<file path="src/rtl/mmio_pkg.sv">
// Shared definitions for the MMIO I/O responder.
// Holds the register address map, the CTRL register bit positions,
// the register-select enum, the address decoder and the CTRL word packer.
package mmio_pkg;

  localparam logic [31:0] ADDR_HEX   = 32'hF000_0000;
  localparam logic [31:0] ADDR_LEDR  = 32'hF000_0004;
  localparam logic [31:0] ADDR_KEY   = 32'hF000_0010;
  localparam logic [31:0] ADDR_SW    = 32'hF000_0014;
  localparam logic [31:0] ADDR_TCNT  = 32'hF000_0020;
  localparam logic [31:0] ADDR_TLIM  = 32'hF000_0024;
  localparam logic [31:0] ADDR_KCTRL = 32'hF000_0110;
  localparam logic [31:0] ADDR_SCTRL = 32'hF000_0114;
  localparam logic [31:0] ADDR_TCTRL = 32'hF000_0120;

  localparam int READY_BIT = 0;
  localparam int OVR_BIT   = 2;

  // Status flag instance slots
  localparam int FLG_KEY   = 0;
  localparam int FLG_SW    = 1;
  localparam int FLG_TIM   = 2;
  localparam int NUM_FLAGS = 3;

  typedef enum logic [3:0] {
    SEL_NONE,
    SEL_HEX,
    SEL_LEDR,
    SEL_KEY,
    SEL_SW,
    SEL_TCNT,
    SEL_TLIM,
    SEL_KCTRL,
    SEL_SCTRL,
    SEL_TCTRL
  } reg_sel_e;

  function automatic reg_sel_e decode_addr(input logic [31:0] addr);
    reg_sel_e s;
    case (addr)
      ADDR_HEX:   s = SEL_HEX;
      ADDR_LEDR:  s = SEL_LEDR;
      ADDR_KEY:   s = SEL_KEY;
      ADDR_SW:    s = SEL_SW;
      ADDR_TCNT:  s = SEL_TCNT;
      ADDR_TLIM:  s = SEL_TLIM;
      ADDR_KCTRL: s = SEL_KCTRL;
      ADDR_SCTRL: s = SEL_SCTRL;
      ADDR_TCTRL: s = SEL_TCTRL;
      default:    s = SEL_NONE;
    endcase
    return s;
  endfunction

  function automatic logic [31:0] ctrl_word(input logic rdy, input logic ovr);
    logic [31:0] w;
    w            = '0;
    w[READY_BIT] = rdy;
    w[OVR_BIT]   = ovr;
    return w;
  endfunction

endpackage

</file>
<file path="src/rtl/mmio_io_responder_if.sv">
// Data-memory bus between the MEM stage (master) and the I/O responder (slave).
// req_*  : one request per cycle, no back-pressure.
// resp_* : registered response, valid one cycle after the request.
interface mmio_io_responder_if #(
  parameter int DBITS = 32
);
  logic             req_valid;
  logic             req_we;
  logic [DBITS-1:0] req_addr;
  logic [DBITS-1:0] req_wdata;
  logic             resp_valid;
  logic             resp_hit;
  logic [DBITS-1:0] resp_rdata;

  modport master (
    output req_valid, req_we, req_addr, req_wdata,
    input  resp_valid, resp_hit, resp_rdata
  );

  modport slave (
    input  req_valid, req_we, req_addr, req_wdata,
    output resp_valid, resp_hit, resp_rdata
  );
endinterface

</file>
<file path="src/rtl/mmio_status_flag.sv">
// Ready/Overrun status pair for one event source.
// Ports: clk, reset (sync, high); set = event this cycle; rd_clr = data
// register read (clears Ready); ovr_wr_clr = CTRL store with Overrun bit 0.
// rdy/ovr are the registered flags. A set always beats a same-cycle clear.
module mmio_status_flag (
  input  logic clk,
  input  logic reset,
  input  logic set,
  input  logic rd_clr,
  input  logic ovr_wr_clr,
  output logic rdy,
  output logic ovr
);

  always_ff @(posedge clk) begin
    if (reset) begin
      rdy <= 1'b0;
      ovr <= 1'b0;
    end else begin
      // Overrun means a second event arrived before Ready was consumed;
      // it looks at the pre-edge Ready.
      if (set && rdy)      ovr <= 1'b1;
      else if (ovr_wr_clr) ovr <= 1'b0;

      if (set)             rdy <= 1'b1;
      else if (rd_clr)     rdy <= 1'b0;
    end
  end

endmodule

</file>
<file path="src/rtl/mmio_io_responder.sv">
// Device side of the data-memory bus for the 0xF0000000 I/O window.
// Ports: clk, reset (sync, high); bus (slave modport: request in, response
// out one cycle later); key_n (raw active-low KEY pins); sw (switches);
// hex_out (four HEX nibbles); ledr_out (LED drive).
// Owns HEX/LEDR output registers, KEY/SW samplers with change flags and a
// millisecond timer with a limit register.
module mmio_io_responder
  import mmio_pkg::*;
#(
  parameter int DBITS        = 32,
  parameter int TICKS_PER_MS = 25000
) (
  input  logic                clk,
  input  logic                reset,
  mmio_io_responder_if.slave  bus,
  input  logic [3:0]          key_n,
  input  logic [9:0]          sw,
  output logic [15:0]         hex_out,
  output logic [9:0]          ledr_out
);

  localparam int PW = (TICKS_PER_MS > 1) ? $clog2(TICKS_PER_MS) : 1;

  reg_sel_e         sel;
  logic             wr, rd, hit;
  logic [DBITS-1:0] rdata;

  logic [3:0]       key_smp;
  logic [9:0]       sw_smp;
  logic             key_chg, sw_chg;

  logic [PW-1:0]    presc;
  logic [DBITS-1:0] tcnt, tlim;
  logic             tick, wrap, tcnt_wr, tlim_wr, tim_evt;

  logic [NUM_FLAGS-1:0] flag_set, flag_rd_clr, flag_ovr_clr, flag_rdy, flag_ovr;

  // ---------------- decode ----------------
  assign sel = bus.req_valid ? decode_addr(bus.req_addr[31:0]) : SEL_NONE;
  assign hit = (sel != SEL_NONE);
  assign wr  = bus.req_valid &&  bus.req_we;
  assign rd  = bus.req_valid && !bus.req_we;

  // Read mux sees pre-edge state, so a load racing an update returns the old value.
  always_comb begin
    rdata = '0;
    if (!bus.req_we) begin
      case (sel)
        SEL_HEX:   rdata = DBITS'(hex_out);
        SEL_LEDR:  rdata = DBITS'(ledr_out);
        SEL_KEY:   rdata = DBITS'(key_smp);
        SEL_SW:    rdata = DBITS'(sw_smp);
        SEL_TCNT:  rdata = tcnt;
        SEL_TLIM:  rdata = tlim;
        SEL_KCTRL: rdata = DBITS'(ctrl_word(flag_rdy[FLG_KEY], flag_ovr[FLG_KEY]));
        SEL_SCTRL: rdata = DBITS'(ctrl_word(flag_rdy[FLG_SW],  flag_ovr[FLG_SW]));
        SEL_TCTRL: rdata = DBITS'(ctrl_word(flag_rdy[FLG_TIM], flag_ovr[FLG_TIM]));
        default:   rdata = '0;
      endcase
    end
  end

  always_ff @(posedge clk) begin
    if (reset) begin
      bus.resp_valid <= 1'b0;
      bus.resp_hit   <= 1'b0;
      bus.resp_rdata <= '0;
    end else begin
      bus.resp_valid <= bus.req_valid;
      bus.resp_hit   <= hit;
      bus.resp_rdata <= rdata;
    end
  end

  // ---------------- output registers ----------------
  always_ff @(posedge clk) begin
    if (reset) begin
      hex_out  <= '0;
      ledr_out <= '0;
    end else begin
      if (wr && sel == SEL_HEX)  hex_out  <= bus.req_wdata[15:0];
      if (wr && sel == SEL_LEDR) ledr_out <= bus.req_wdata[9:0];
    end
  end

  // ---------------- input samplers ----------------
  // Sampled through reset as well, so the first post-reset compare is against
  // the live pin state and no spurious change is seen.
  always_ff @(posedge clk) begin
    key_smp <= ~key_n;
    sw_smp  <= sw;
  end

  assign key_chg = (~key_n != key_smp);
  assign sw_chg  = (sw != sw_smp);

  // ---------------- timer ----------------
  assign tick    = (presc == PW'(TICKS_PER_MS - 1));
  assign tcnt_wr = wr && sel == SEL_TCNT;
  assign tlim_wr = wr && sel == SEL_TLIM;
  assign wrap    = tick && (tlim != '0) && (tcnt == tlim - DBITS'(1));
  // A software write to TCNT/TLIM overrides the tick, including its event.
  assign tim_evt = wrap && !tcnt_wr && !tlim_wr;

  always_ff @(posedge clk) begin
    if (reset) begin
      presc <= '0;
      tcnt  <= '0;
      tlim  <= '0;
    end else if (tlim_wr) begin
      tlim  <= bus.req_wdata;
      tcnt  <= '0;
      presc <= '0;
    end else begin
      presc <= tick ? '0 : presc + PW'(1);
      if (tcnt_wr)   tcnt <= bus.req_wdata;
      else if (wrap) tcnt <= '0;
      else if (tick) tcnt <= tcnt + DBITS'(1);
    end
  end

  // ---------------- status flags ----------------
  assign flag_set     = {tim_evt, sw_chg, key_chg};
  assign flag_rd_clr  = {rd && sel == SEL_TCNT, rd && sel == SEL_SW, rd && sel == SEL_KEY};
  assign flag_ovr_clr = {wr && sel == SEL_TCTRL && !bus.req_wdata[OVR_BIT],
                         wr && sel == SEL_SCTRL && !bus.req_wdata[OVR_BIT],
                         wr && sel == SEL_KCTRL && !bus.req_wdata[OVR_BIT]};

  for (genvar i = 0; i < NUM_FLAGS; i++) begin : g_flag
    mmio_status_flag u_flag (
      .clk        (clk),
      .reset      (reset),
      .set        (flag_set[i]),
      .rd_clr     (flag_rd_clr[i]),
      .ovr_wr_clr (flag_ovr_clr[i]),
      .rdy        (flag_rdy[i]),
      .ovr        (flag_ovr[i])
    );
  end

endmodule

</file>
<file path="src/flat_wrapper.sv">
// flat-port wrapper written by rule: the top's interface ports become plain ports
module mmio_io_responder_flat import mmio_pkg::*;
#(
  parameter int DBITS        = 32,
  parameter int TICKS_PER_MS = 25000
)
  (clk, reset, key_n, sw, hex_out, ledr_out, bus_req_valid, bus_req_we, bus_req_addr, bus_req_wdata, bus_resp_valid, bus_resp_hit, bus_resp_rdata);
  mmio_io_responder_if #(.DBITS(DBITS)) bus_i ();
  input  logic clk;
  input  logic reset;
  input  logic [3:0] key_n;
  input  logic [9:0] sw;
  output logic [15:0] hex_out;
  output logic [9:0] ledr_out;
  input wire logic [$bits(bus_i.req_valid)-1:0] bus_req_valid;
  input wire logic [$bits(bus_i.req_we)-1:0] bus_req_we;
  input wire logic [$bits(bus_i.req_addr)-1:0] bus_req_addr;
  input wire logic [$bits(bus_i.req_wdata)-1:0] bus_req_wdata;
  output wire logic [$bits(bus_i.resp_valid)-1:0] bus_resp_valid;
  output wire logic [$bits(bus_i.resp_hit)-1:0] bus_resp_hit;
  output wire logic [$bits(bus_i.resp_rdata)-1:0] bus_resp_rdata;
  assign bus_i.req_valid = bus_req_valid;
  assign bus_i.req_we = bus_req_we;
  assign bus_i.req_addr = bus_req_addr;
  assign bus_i.req_wdata = bus_req_wdata;
  assign bus_resp_valid = bus_i.resp_valid;
  assign bus_resp_hit = bus_i.resp_hit;
  assign bus_resp_rdata = bus_i.resp_rdata;
  mmio_io_responder #(.DBITS(DBITS), .TICKS_PER_MS(TICKS_PER_MS)) u_core (.clk(clk), .reset(reset), .bus(bus_i), .key_n(key_n), .sw(sw), .hex_out(hex_out), .ledr_out(ledr_out));
endmodule
</file>
<file path="config.mk">
export PLATFORM = sky130hd
export DESIGN_NAME = mmio_io_responder_flat
export DESIGN_NICKNAME = d
export VERILOG_FILES = /design/src/rtl/mmio_pkg.sv /design/src/rtl/mmio_io_responder_if.sv /design/src/rtl/mmio_status_flag.sv /design/src/rtl/mmio_io_responder.sv /design/src/flat_wrapper.sv
export SDC_FILE = /design/constraint.sdc
export NUM_CORES = 1
export LEC_CHECK = 0
export BUFFER_PORTS_ARGS = -buffer_cell sky130_fd_sc_hd__buf_4
export CAP_MARGIN = 20
export CORE_MARGIN = 1.5
export CORE_UTILIZATION = 50
export CTS_CLUSTER_DIAMETER = 30
export DETAILED_ROUTE_END_ITERATION = 10
export GPL_TIMING_DRIVEN = 0
export HOLD_SLACK_MARGIN = 0.12
export PLACE_DENSITY = 0.75
export SYNTH_ARGS = -nofsm -noshare
export SYNTH_HDL_FRONTEND = slang
export SYNTH_SLANG_ARGS = --single-unit
</file>
<file path="constraint.sdc">
create_clock -name clk -period 3.82 [get_ports clk]
set_clock_uncertainty 0.15 [all_clocks]
set_input_delay 0.764 -clock clk [delete_from_list [all_inputs] [get_ports clk]]
set_output_delay 0.764 -clock clk [all_outputs]
set_load 0.05 [all_outputs]
</file>
### Yosys cells after proc, flatten, opt, wreduce, memory -nomap -nowiden

Cells that the tools add are included.

| word-level totals | value |
|---|---|
| register bits after elaboration | 159 |
| latch bits | 0 |
| RAM bits | 0 |
| ROM bits | 0 |
| bits of input ports | 82 |
| memories kept | 0 |

| cells by class | value |
|---|---|
| add/sub/neg operators | 3 |
| $mul | 0 |
| divide/modulo/power cells | 0 |
| order comparisons | 0 |
| eq/ne operators | 22 |
| shift-type cells | 0 |
| mux-type cells | 18 |
| bitwise operators | 1 |
| reduce and logical (&&, ||, !) cells | 38 |

Operator list:

| kind | number |
|---|---|
| 32-bit equality test, second input constant | 9 |
| 32-bit one-hot mux with 9 select lines | 1 |
| 32-bit 2-to-1 mux | 3 |
| 4-bit one-hot mux with 9 select lines | 1 |
| 32-bit by 1-bit adder with 32-bit output, second input constant | 1 |
| 32-bit equality test | 1 |
| 32-bit nonzero test | 1 |
| 32-bit by 1-bit subtractor with 32-bit output, second input constant | 1 |
| 1-bit logical AND | 22 |
| 4-bit by 3-bit equality test with 1-bit output, second input constant | 4 |
| 15-bit by 1-bit adder with 15-bit output, second input constant | 1 |
| 15-bit equality test, second input constant | 1 |
| 1-bit 2-to-1 mux | 12 |
| 2-bit nonzero test | 6 |
| 10-bit inequality test | 1 |
| 4-bit by 2-bit equality test with 1-bit output, second input constant | 2 |
| 4-bit equality test, second input constant | 2 |
| 4-bit by 1-bit equality test with 1-bit output, second input constant | 1 |
| 1-bit logical NOT | 4 |
| 4-bit 2-to-1 mux | 1 |
| 4-bit inequality test | 1 |
| 4-bit inverter | 1 |
| 4-bit nonzero test | 1 |
| 2-bit OR reduction | 2 |
| other kinds (2) | 2 |

### Longest topological paths before layout

Gate-level depths: netlist of run 1.

| depth | value |
|---|---|
| depth in word-level cells | 10 |
| depth in mapped cells | 13 |
| gate-level depth less buffers | 10 |

### Hierarchy

A second synthesis of run 1 with hierarchy kept.

| second synthesis, totals | value |
|---|---|
| cells, all modules | 1042 |
| area, all modules | 8199.1 µm² |

By module, submodules not included:

| module | instances | cells each | area an instance (µm²) | sequential area each (µm²) |
|---|---|---|---|---|
| mmio_io_responder | 1 | 1018 | 7977.7 | 3062.9 |
| mmio_status_flag | 3 | 8 | 73.8 | 40.0 |

### Worst setup path before layout of run 1

Ideal clock, no wire load.

| timing | value |
|---|---|
| kind | input to register |
| start | input bus_req_addr[1] |
| end | register u_core.g_flag[2].u_flag.ovr |
| setup time | 0.116 ns |
| arrival time | 3.407 ns |
| path slack | 0.147 ns |
| cell stages on the path | 8 |
| buffers on the path | 2 |
| cell sequence | or4_4 or4_4 or3_1 buf_2 or4_4 and4b_1 buf_6 a31o_2 |

| between the ends | value |
|---|---|
| word-level cells in the longest chain between the ends | 10 |

RTL lines:

| item | RTL line | text |
|---|---|---|
| start, declared | flat_wrapper.sv:17 | `input wire logic [$bits(bus_i.req_addr)-1:0] bus_req_addr;` |
| 32-bit equality test | mmio_pkg.sv:40 | `case (addr)` |
| 4-bit one-hot mux with 9 select lines * | mmio_pkg.sv:40 |  |
| 4-bit 2-to-1 mux * | mmio_io_responder.sv:39 | `assign sel = bus.req_valid ? decode_addr(bus.req_addr[31:0]) : SEL_NONE;` |
| 4-bit by 3-bit equality test with 1-bit output | mmio_io_responder.sv:99 | `assign tcnt_wr = wr && sel == SEL_TCNT;` |
| 1-bit logical AND | mmio_io_responder.sv:99 |  |
| 1-bit logical NOT | mmio_io_responder.sv:103 | `assign tim_evt = wrap && !tcnt_wr && !tlim_wr;` |
| 1-bit logical AND (2 in a row) | mmio_io_responder.sv:103 |  |
| 1-bit logical AND | mmio_status_flag.sv:22 | `if (set && rdy) ovr <= 1'b1;` |
| 1-bit 2-to-1 mux / 2-bit nonzero test (equally long branches) | - |  |
| end signal, assigned | mmio_status_flag.sv:18 | `ovr <= 1'b0;` |
| end signal, assigned | mmio_status_flag.sv:22 |  |
| end signal, assigned | mmio_status_flag.sv:23 | `else if (ovr_wr_clr) ovr <= 1'b0;` |
| end, declared | mmio_status_flag.sv:12 | `output logic ovr` |

Mark *: on every way between the ends. The rest lies on a longest branch, timed or not.
A chain may end at the register's enable or synchronous reset.

### Worst setup path after layout of run 1

| timing | value |
|---|---|
| start | input bus_req_addr[1] |
| end | register u_core.bus.resp_rdata[3] |

| between the ends | value |
|---|---|
| word-level cells in the longest chain between the ends | 5 |

RTL lines:

| item | RTL line | text |
|---|---|---|
| 32-bit equality test | mmio_pkg.sv:40 |  |
| 4-bit one-hot mux with 9 select lines * | mmio_pkg.sv:40 |  |
| 4-bit 2-to-1 mux * | mmio_io_responder.sv:39 |  |
| 4-bit equality test, or another cell as far along | mmio_io_responder.sv:48 | `case (sel)` |
| 32-bit one-hot mux with 9 select lines * | mmio_io_responder.sv:48 |  |
| end signal, assigned | mmio_io_responder.sv:71 | `bus.resp_rdata <= rdata;` |
| end, declared | mmio_io_responder_if.sv:22 | `output resp_valid, resp_hit, resp_rdata` |

Marked as above.

==> results of run 1 <==
-- routing by layer --
metal / share of wire, % / vias to the layer above
met5: 0 / -
li1: - / 3998
met4: 2.3 / 0
met3: 9.3 / 50
met1: 42 / 3963
met2: 46 / 444
-- sequential cells by signal (all words and copies together) (netlist names) --
signal,flops
u_core.tlim,32
u_core.presc,15
u_core.key_smp,4
u_core.g_flag.u_flag.rdy,3
u_core.ledr_out,10
u_core.bus.resp_valid,1
u_core.bus.resp_hit,1
u_core.hex_out,16
u_core.sw_smp,10
u_core.bus.resp_rdata,32
u_core.tcnt,32
u_core.g_flag.u_flag.ovr,3
-- critical path, delay by kind of cell --
kind,cells,cell delay [ns]
and+or+nand+nor,4,2.08
buffers and inverters,3,0.75
AOI/OAI and AO/OA,2,0.35
-- area by class of cell --
cell class                 count  area [um^2]
fill                        1396         5710
multi-input combinational    795         4730
sequential                   159         3180
timing repair buffer         145         1090
clock buffer                  20          467
buffer                        73          308
tap                          216          270
clock inverter                11          131
inverter                      14         52.6
-- synthesized netlist by cell type, types with 3 or more instances --
cell type  number  area share (%)
xor2_1         48             5.1
nor4_2          4            0.61
xnor2_1        48             5.1
nor2_1         98             4.5
buf_2           7            0.43
buf_1           5            0.23
nor3_2         10             1.2
and3_1          8            0.61
or4_1           4            0.37
o21ai_0        38             2.3
a31oi_1         4            0.31
nand2b_1        6            0.46
nor4_1         29             2.2
nor4b_1         4            0.43
and4_1          5            0.53
a22oi_1        26             2.4
o211ai_1        3            0.27
or4_4           3            0.41
ha_1            4            0.61
inv_1          14            0.64
or4bb_1         3            0.41
mux2i_1         8            0.98
nand3_1        33             2.0
a21oi_1        86             5.3
dfxtp_1       159              39
nand4_1        20             1.5
nor2b_1        10            0.76
nor3_1         35             2.1
nand2_1       187             8.6
or3_1          11            0.84
o31ai_1         3            0.27
nor3b_1         3            0.27
and2_1          4            0.31
clkbuf_1       60             2.7
a222oi_1       16             2.0
or2_2           3            0.23
-- power by group through the flow --
stage          registers [uW]  clock network, uW  logic [uW]
6_report                 1680               1720         177
5_1_grt                  1690               1810         187
4_1_cts                  1680               1730         173
3_5_place_dp             1720                  0         172
3_3_place_gp             1720                  0         171
2_1_floorplan            1720                  0        64.7
-- through the flow --
stage / utilization (%) / power (uW) / std cells / worst slack, ns
2_1_floorplan: - / 1780 / 1042 / 0.147
3_3_place_gp: 59.6 / 1890 / 1396 / -0.798
3_5_place_dp: 59.6 / 1890 / 1396 / -0.803
4_1_cts: 63.5 / 3590 / 1427 / 0.00951
5_1_grt: 64.2 / 3680 / 1433 / -0.0220
6_report: 64.2 / 3580 / 1433 / 0.0569
-- repair_timing --
| action | in CTS | in global routing |
|---|---|---|
| endpoints found under the setup margin | 42 | 39 |
| buffers inserted | 0 | 7 |
| resized for setup | 4 | 19 |
| pin swaps | 1 | 3 |
-- cell families (layout without fill, tap and decap cells) --
| group | after synthesis | after routing |
|---|---|---|
| fa+ha+maj | 4 | 4 |
| buf+inv | 88 | 263 |
| flops | 159 | 159 |
| simple gates | 491 | 491 |
| mux | 9 | 9 |
| xor+xnor | 96 | 96 |
| compound gates | 195 | 195 |
-- worst paths after layout --
| check | start | end | slack, ns | depth (start not counted) |
|---|---|---|---|---|
| setup / recovery | bus_req_addr[1] | u_core.bus.resp_rdata[3] | 0.06 | 9 |
| hold / removal | sw[9] | u_core.sw_smp[9] | 0.29 | 1 |
| setup reg to reg | u_core.tlim[0] | u_core.tcnt[8] | 0.23 | 12 |
| hold reg to reg | u_core.presc[0] | u_core.presc[0] | 0.30 | 1 |
==> results.json, run 1 <==
{
  "outcome": "complete, no violations",
  "final.min_clock_period_ns": 3.76,
  "synthesis.nets": 1128,
  "ir_drop_v": 0.000282,
  "grt_pass1_wl_um": 41000,
  "synth_flop_cell": "dfxtp_1",
  "synth_cells": 1042,
  "post_dp_cell_area_um2": 9500,
  "clock_path_buffers": 2,
  "power_frac_clock_pct": 48.1,
  "wl_per_cell_um": 18.5,
  "cp_cell_sequence": "buf_4 -> or4_4 -> or4_4 -> or3_1 -> buf_2 -> nor4_2 -> clkbuf_2 -> a21oi_1 -> a21oi_1",
  "seqPwrFrac_pct": 47.0,
  "setup_viol": 0,
  "worst_ep_required_time_ns": 4.01,
  "synth_xor_area_share_pct": 10.3,
  "synthAdderAreaFrac_pct": 0.611,
  "drcViolationCount": 0,
  "grt_max_degree": 17,
  "arrival_ns": 3.95,
  "p_sw_share_pct": 22.7,
  "worst_pin_slew_ns": 0.835,
  "critical_path_class": "input pin to flop",
  "layout_commonest_cell": "nand2_1",
  "synth-edff-count": 0,
  "use_met3_pct": 7.74,
  "grt_antenna_before_repair": 0,
  "synth_top_family_by_area": "simple AND/OR/NAND/NOR gates",
  "startpoint_type": "input pin",
  "slowest_stage": "nor4_2",
  "fp-row-count": 46,
  "netSwitchingPower_uw": 815,
  "whs_ns": 0.293,
  "cts_hold_buffers": 0,
  "synth_compound_area_share_pct": 14.7,
  "nNetsFinal": 1291,
  "async_flop_share_pct": 0,
  "finalCritPeriodShare_pct": 98.5,
  "leakagePower_uw": 0.00389,
  "busiest_layer": "met2",
  "slew_viol_final": 0,
  "hold_viol": 0,
  "synth_area_um2": 8200,
  "clk_pin_slew_ns": 0.06,
  "die_h_um": 131,
  "cts.sinks": 159,
  "synthMuxAreaShare_pct": 1.25,
  "track_usage_pct": 31.3,
  "final.setup.tns_ns": 0,
  "maxCapViolCount": 0,
  "cp-end-kind": "flop",
  "first_pass_iters": 6,
  "ant_nets": 0,
  "grt_pass1_vias": 7767,
  "diodes": 0,
  "cts_tree": "done",
  "synth-seq-cells": 159,
  "boundaryPins": 142,
  "syn2layout_area_growth_pct": 24.9,
  "grtUsageMet1_pct": 40.9,
  "mostFrequentLayoutCells": "nand2_1, dfxtp_1, buf_4",
  "ctsHtreeMaxLevel": 4,
  "cts_buffers": 17,
  "power_density_nw_per_um2": 350,
  "wl_um": 26500,
  "first_iter_violations": 761,
  "fmax_mhz": 266,
  "overflow": 0,
  "gr-usage-met2_pct": 49.8,
  "drive_above_1_share_pct": 18.7,
  "ys_warn_count": 0,
  "vias": 8455,
  "core_area_um2": 15900,
  "yosys.cell_types.count": 62,
  "clockRootBuffer": "clkbuf_16",
  "dieWidth_um": 131,
  "gp_congestion": 0.948,
  "slowest_delay_ns": 0.66,
  "synth_simple_gate_area_share_pct": 30.0,
  "path_max_fanout": 10,
  "holdCritPathClass": "input pin to flop",
  "pwr-share-comb_pct": 4.9,
  "postLayoutCellArea_um2": 10200,
  "internal_power_uw": 2770,
  "dieArea_um2": 17200,
  "hpwl_um": 19300,
  "clk_latency_ns": 0.44,
  "start_util_pct": 51.4,
  "via_per_inst": 5.90,
  "relSlewSlack_pct": 44.2,
  "grt_setup_unrepaired": "true",
  "syn_avg_cell_area_um2": 7.87,
  "numPortBuffers": 138,
  "ys_seq_area_share_pct": 38.8
}
(Power assumes the default switching activity.)
==> inputs of run 2 (changes only) <==
- SYNTH_HIERARCHICAL: default -> 1
==> run 2 against run 1 <==
  * Synthesized area about the same
  * Flip-flop and latch count unchanged
  * Combinational power down 8%
  * Final cell count up 0.14%
  * Register-to-register slack worse by 0.08 ns
  * Critical path type is now flop to flop
  * Critical endpoint is now u_core/tcnt[27]
  * Largest power group is now registers
==> results.json, run 2 <==
{
  "cp-end-kind": "flop",
  "final_util_pct": 64.2,
  "yosysMostFrequentCell": "dfxtp_1",
  "hold_viol": 0,
  "dieArea_um2": 17200,
  "pwr-share-comb_pct": 4.6,
  "cts_hold_buffers": 0,
  "ys_seq_area_share_pct": 38.8,
  "ir_drop_v": 0.000279,
  "hold_depth": 1,
  "ys_top_cells_by_area": "dfxtp_1, nand2_1, a21oi_1, nor2_1, xor2_1",
  "fmax_mhz": 273,
  "clk_latency_ns": 0.43,
  "ys_warn_count": 6,
  "start_util_pct": 51.4,
  "die_h_um": 131,
  "arrival_ns": 3.79,
  "synth_xor_area_share_pct": 8.55,
  "holdCritPathClass": "input pin to flop",
  "gp_congestion": 0.998,
  "internal_power_uw": 2660,
  "synthAdderAreaFrac_pct": 0.610,
  "power_density_nw_per_um2": 341,
  "r2r-end": "u_core/tcnt[27]",
  "power_frac_clock_pct": 47.1,
  "wl_um": 27200,
  "dp_cells": 1398,
  "synthesis.nets": 1128,
  "clk_pin_slew_ns": 0.07,
  "first_iter_violations": 1091,
  "boundaryPins": 142,
  "vias": 8570,
  "synth_flop_cell": "dfxtp_1",
  "fp-row-count": 46,
  "ant_nets": 0,
  "synth_top_area_share_pct": 38.8,
  "top_regs": "u_core/bus.resp_rdata x32, u_core/tcnt x32, u_core/tlim x32",
  "leakagePower_uw": 0.00394,
  "grt_antenna_before_repair": 0,
  "synthMuxAreaShare_pct": 1.72,
  "worst_pin_slew_ns": 0.949,
  "async_flop_share_pct": 0,
  "final.min_clock_period_ns": 3.67,
  "numPortBuffers": 140,
  "final_cell_count_no_fill": 1435,
  "worst_ep_required_time_ns": 3.94,
  "syn2layout_area_growth_pct": 24.8,
  "synth-edff-count": 0,
  "synth_top_cell_by_area": "dfxtp_1",
  "drcViolationCount": 0,
  "clock_path_buffers": 2,
  "synth_area_um2": 8200,
  "grt_pass1_vias": 7813,
  "via_per_inst": 5.97,
  "setup_viol": 0,
  "diodes": 0,
  "p_sw_share_pct": 23.9,
  "cts.sinks": 159,
  "synth-seq-cells": 159,
  "dieWidth_um": 131,
  "grt_max_degree": 17,
  "drive_above_1_share_pct": 17.2,
  "layout_commonest_cell": "dfxtp_1",
  "r2r-start": "u_core/presc[10]",
  "syn_avg_cell_area_um2": 7.87,
  "reg2reg_depth": 13,
  "synth_top_family_by_area": "simple AND/OR/NAND/NOR gates",
  "maxCapViolCount": 0,
  "nNetsFinal": 1293,
  "startpoint_type": "flop",
  "min_from": "sw[7]",
  "outcome": "complete, no violations",
  "wl_per_cell_um": 18.9,
  "yosys.cell_types.count": 64,
  "ctsHtreeMaxLevel": 4,
  "clockRootBuffer": "clkbuf_16",
  "finalCritPeriodShare_pct": 96.0,
  "ff2ff_setup_slack_ns": 0.15,
  "track_usage_pct": 32.0,
  "overflow": 0,
  "mostFrequentLayoutCells": "dfxtp_1, nand2_1, buf_4",
  "whs_endpoint": "u_core/sw_smp[7]",
  "critical_path_class": "flop to flop",
  "core_area_um2": 15900,
  "first_pass_iters": 5,
  "cts_buffers": 17,
  "grt_pass1_wl_um": 42000,
  "hpwl_um": 19600,
  "slew_viol_final": 0,
  "yosys-top-cells-count": "dfxtp_1, nand2_1, a21oi_1",
  "path_max_fanout": 10,
  "seqPwrFrac_pct": 48.2,
  "cts_tree": "done",
  "relSlewSlack_pct": 36.5,
  "synth_cells": 1042,
  "synth_simple_gate_area_share_pct": 27.2,
  "netSwitchingPower_uw": 835,
  "synth_compound_area_share_pct": 18.9
}
## run 2: cell count changes in the layout (fill, tap and decap cells not counted), moves of 11 or more
cell     before  now
a31oi_1       4   17
nand2_1     187  157
a22oi_1      26   42
o21ai_0      38   27
nor3_1       33   16
and3_1        7   30
a21oi_1      86  109
## run 2: power groups by stage
stage	sequential, uW	combinational, uW	clock [uW]
2_1_floorplan	1720	51.5	0
4_1_cts	1680	160	1660
3_3_place_gp	1720	157	0
3_5_place_dp	1720	159	0
5_1_grt	1680	175	1740
6_report	1680	162	1650
## run 2: worst max-delay path: stages, from the launching register on
cell and delay, ns:
dfxtp_1 0.35, or4_1 0.53, or4_1 0.51, buf_4 0.21
nand4b_4 0.19, a2111oi_4 0.35, nand4_1 0.18, nor3_2 0.18
and4_1 0.23, buf_6 0.14, buf_8 0.17, nor2_1 0.06
o21ai_1 0.15, a31oi_1 0.11
## run 2: per-layer routing
layer  vias up  share of wire (%)  global-route usage (%)
li1       4038                  -                       -
met1      4013                 43                    43.4
met2       466                 45                    49.9
met3        53                9.7                    7.02
met4         0                2.3                    12.2
met5         -                  0                       0
## run 2: metrics by stage
stage          setup TNS, ns  instance area (um^2)  power (uW)  worst slack [ns]  hold WS [ns]
2_1_floorplan              0                  8200        1770             0.540         0.276
5_1_grt              -0.0137                 10200        3590           -0.0137         0.285
3_5_place_dp           -8.26                  9520        1880            -0.307         0.306
3_3_place_gp           -7.13                  9520        1880            -0.254         0.296
4_1_cts                    0                 10100        3500            0.0258         0.284
6_report                   0                 10200        3490             0.152         0.296
## run 2: layout make-up
cell class,count,area [um^2]
Fill cell,1424,5710
Multi-Input combinational cell,797,4750
Sequential cell,159,3180
Timing Repair Buffer,148,1120
Clock buffer,18,429
Buffer,69,293
Tap cell,216,270
Clock inverter,13,130
Inverter,15,56.3
## run 2: timing repair
| item | in CTS | in global routing |
|---|---|---|
| hold endpoints to repair | 0 | 0 |
| endpoints found under the setup margin | 29 | 44 |
| resized for setup | 8 | 13 |
| setup buffers | 0 | 7 |
| pin swaps | 0 | 6 |
## run 2: cells by family (layout without fill, tap and decap cells)
group                      after synthesis  after routing
muxes                                   14             14
buffers and inverters                   86            263
and+or+nand+nor                        451            451
xor gates and xnor gates                80             80
adders and majority gates                4              4
DFF                                    159            159
AOI/OAI and AO/OA                      248            248
## run 2: worst max path at each step
stage | to | startpoint | slack [ns]
2_1_floorplan | u_core/tcnt[24] | u_core/presc[10] | 0.54
3_3_place_gp | u_core/g_flag[2].u_flag/ovr | bus_req_addr[30] | -0.25
3_5_place_dp | u_core/g_flag[2].u_flag/ovr | bus_req_addr[30] | -0.31
4_1_cts | u_core/tcnt[27] | u_core/presc[10] | 0.03
5_1_grt | u_core/tcnt[24] | u_core/presc[10] | -0.01
6_report | u_core/tcnt[27] | u_core/presc[10] | 0.15
==> inputs of run 3 (changes only) <==
- PLACE_DENSITY: 0.75 -> 0.71
- clock period: 3.82 -> 3.5 ns (I/O delays scaled with it)
==> run 3 against run 2 <==
  * Power up 9.8%
  * Register-to-register slack worse by 0.02 ns
  * Die area unchanged
  * Final cell count up 0.14%
  * Wire length up 4.0%
  * Combinational power up 10%
  * Via count up 0.57%
  * Core utilization up 1.0 points
  * Critical path depth unchanged
  * First-iteration DRC count up 6.0%
==> results.json, run 3 (synthesis gave the netlist of run 2 again) <==
{
  "start_util_pct": 51.4,
  "wl_per_cell_um": 19.7,
  "drcViolationCount": 0,
  "via_per_inst": 6.00,
  "overflow": 0,
  "startpoint_type": "flop",
  "timing.final.ws_setup_ns": 0.129,
  "slew_viol_final": 0,
  "drive_above_1_share_pct": 20.1,
  "cp-end-kind": "flop",
  "syn2layout_area_growth_pct": 26.8,
  "clockRootBuffer": "clkbuf_16",
  "arrival_ns": 3.54,
  "final_cell_count_no_fill": 1437,
  "setup_viol": 0,
  "r2r-end": "u_core/tcnt[24]",
  "boundaryPins": 142,
  "relSlewSlack_pct": 40.8,
  "post_dp_cell_area_um2": 9530,
  "diodes": 0,
  "hold_viol": 0,
  "path_max_fanout": 10,
  "cts_hold_buffers": 0,
  "postLayoutCellArea_um2": 10400,
  "clk_pin_slew_ns": 0.07,
  "power.total_uw": 3830,
  "dp_cells": 1399,
  "grt_max_degree": 17,
  "final.min_clock_period_ns": 3.37,
  "ff2ff_setup_slack_ns": 0.13,
  "nNetsFinal": 1295,
  "hpwl_um": 20000,
  "reg2reg_depth": 13,
  "mostFrequentLayoutCells": "nand2_1, buf_4, dfxtp_1",
  "top_regs": "u_core/bus.resp_rdata x32, u_core/tcnt x32, u_core/tlim x32",
  "hold_depth": 1,
  "vias": 8619,
  "die_h_um": 131,
  "fp-row-count": 46,
  "place_ws_ns": -0.599,
  "clock_path_buffers": 2,
  "ir_drop_v": 0.000329,
  "cts.sinks": 159,
  "ant_nets": 0,
  "whs_endpoint": "u_core/sw_smp[7]",
  "worst_ep_required_time_ns": 3.66,
  "min_from": "sw[7]",
  "dieArea_um2": 17200,
  "numPortBuffers": 140,
  "maxCapViolCount": 0,
  "layout_commonest_cell": "nand2_1",
  "clk_latency_ns": 0.44,
  "critical_path_class": "flop to flop",
  "cts_tree": "done",
  "leakagePower_uw": 0.00405,
  "nFillCells": 1390,
  "grt_antenna_before_repair": 0,
  "whs_ns": 0.225,
  "gp_congestion": 0.988,
  "track_usage_pct": 33.7,
  "dieWidth_um": 131,
  "finalCritPeriodShare_pct": 96.3,
  "worst_pin_slew_ns": 0.885,
  "core_area_um2": 15900,
  "first_iter_violations": 1157,
  "power_density_nw_per_um2": 369,
  "ctsHtreeMaxLevel": 4,
  "first_pass_iters": 8,
  "cts_buffers": 17,
  "fmax_mhz": 297,
  "r2r-start": "u_core/tlim[17]",
  "outcome": "complete, no violations",
  "grt_pass1_wl_um": 43500,
  "grt_pass1_vias": 7921,
  "wl_um": 28300,
  "holdCritPathClass": "input pin to flop"
}
## run 3: timing repair
item / CTS / global route
resized for setup: 22 / 42
endpoints found under the setup margin: 44 / 68
gates cloned: 1 / 0
pin swaps: 7 / 10
setup buffers: 9 / 5
## run 3: worst max-delay path by stage
stage,startpoint,endpoint,slack [ns],depth (start not counted)
2_1_floorplan,u_core/presc[10],u_core/tcnt[24],0.22,13
3_3_place_gp,bus_req_addr[24],u_core/presc[7],-0.60,10
3_5_place_dp,bus_req_addr[24],u_core/presc[6],-0.60,10
4_1_cts,u_core/tlim[2],u_core/tcnt[29],0.01,14
5_1_grt,bus_req_addr[7],u_core/bus.resp_rdata[7],-0.002,11
6_report,u_core/tlim[17],u_core/tcnt[24],0.13,13
## run 3: final cells by class
cell class                 count  area [um^2]  share of cell area, %
buffer                        63          294                   2.83
timing repair buffer         156         1170                   11.3
inverter                      15         56.3                  0.541
multi-input combinational    797         4840                   46.5
clock buffer                  19          443                   4.26
clock inverter                12          128                   1.23
tap                          216          270                   2.60
sequential                   159         3200                   30.7
## run 3: power breakdown
part           internal, uW  total (uW)  switching (uW)
Combinational          84.6         179            94.3
Clock                  1010        1820             804
Sequential             1820        1840            13.0
Total                  2920        3830             911
## run 3: critical path: stages (launching register included)
cell and delay (ns):
dfxtp_1 0.40, nor4_4 0.42, nand4_1 0.17, buf_4 0.19, or4_1 0.54, a22oi_2 0.21
nand4_1 0.15, nor3_1 0.19, and4_1 0.21, buf_6 0.14, buf_6 0.17, nor2_1 0.05
o21ai_1 0.16, a31oi_1 0.10
## run 3: per-stage QoR
step | util, % | setup TNS [ns]
after floorplan | - | 0
after global placement | 59.7 | -42.78
after detailed placement | 59.8 | -43.44
after CTS | 64.4 | 0
after global routing | 65.2 | -0.00196
final | 65.2 | 0
## run 3: layer usage
layer,vias to the layer above,track usage (%),wire (um)
li1,4037,-,-
met1,4058,46.7,12000
met2,469,52.6,12900
met3,55,5.88,2690
met4,0,12.2,640
met5,-,0,0
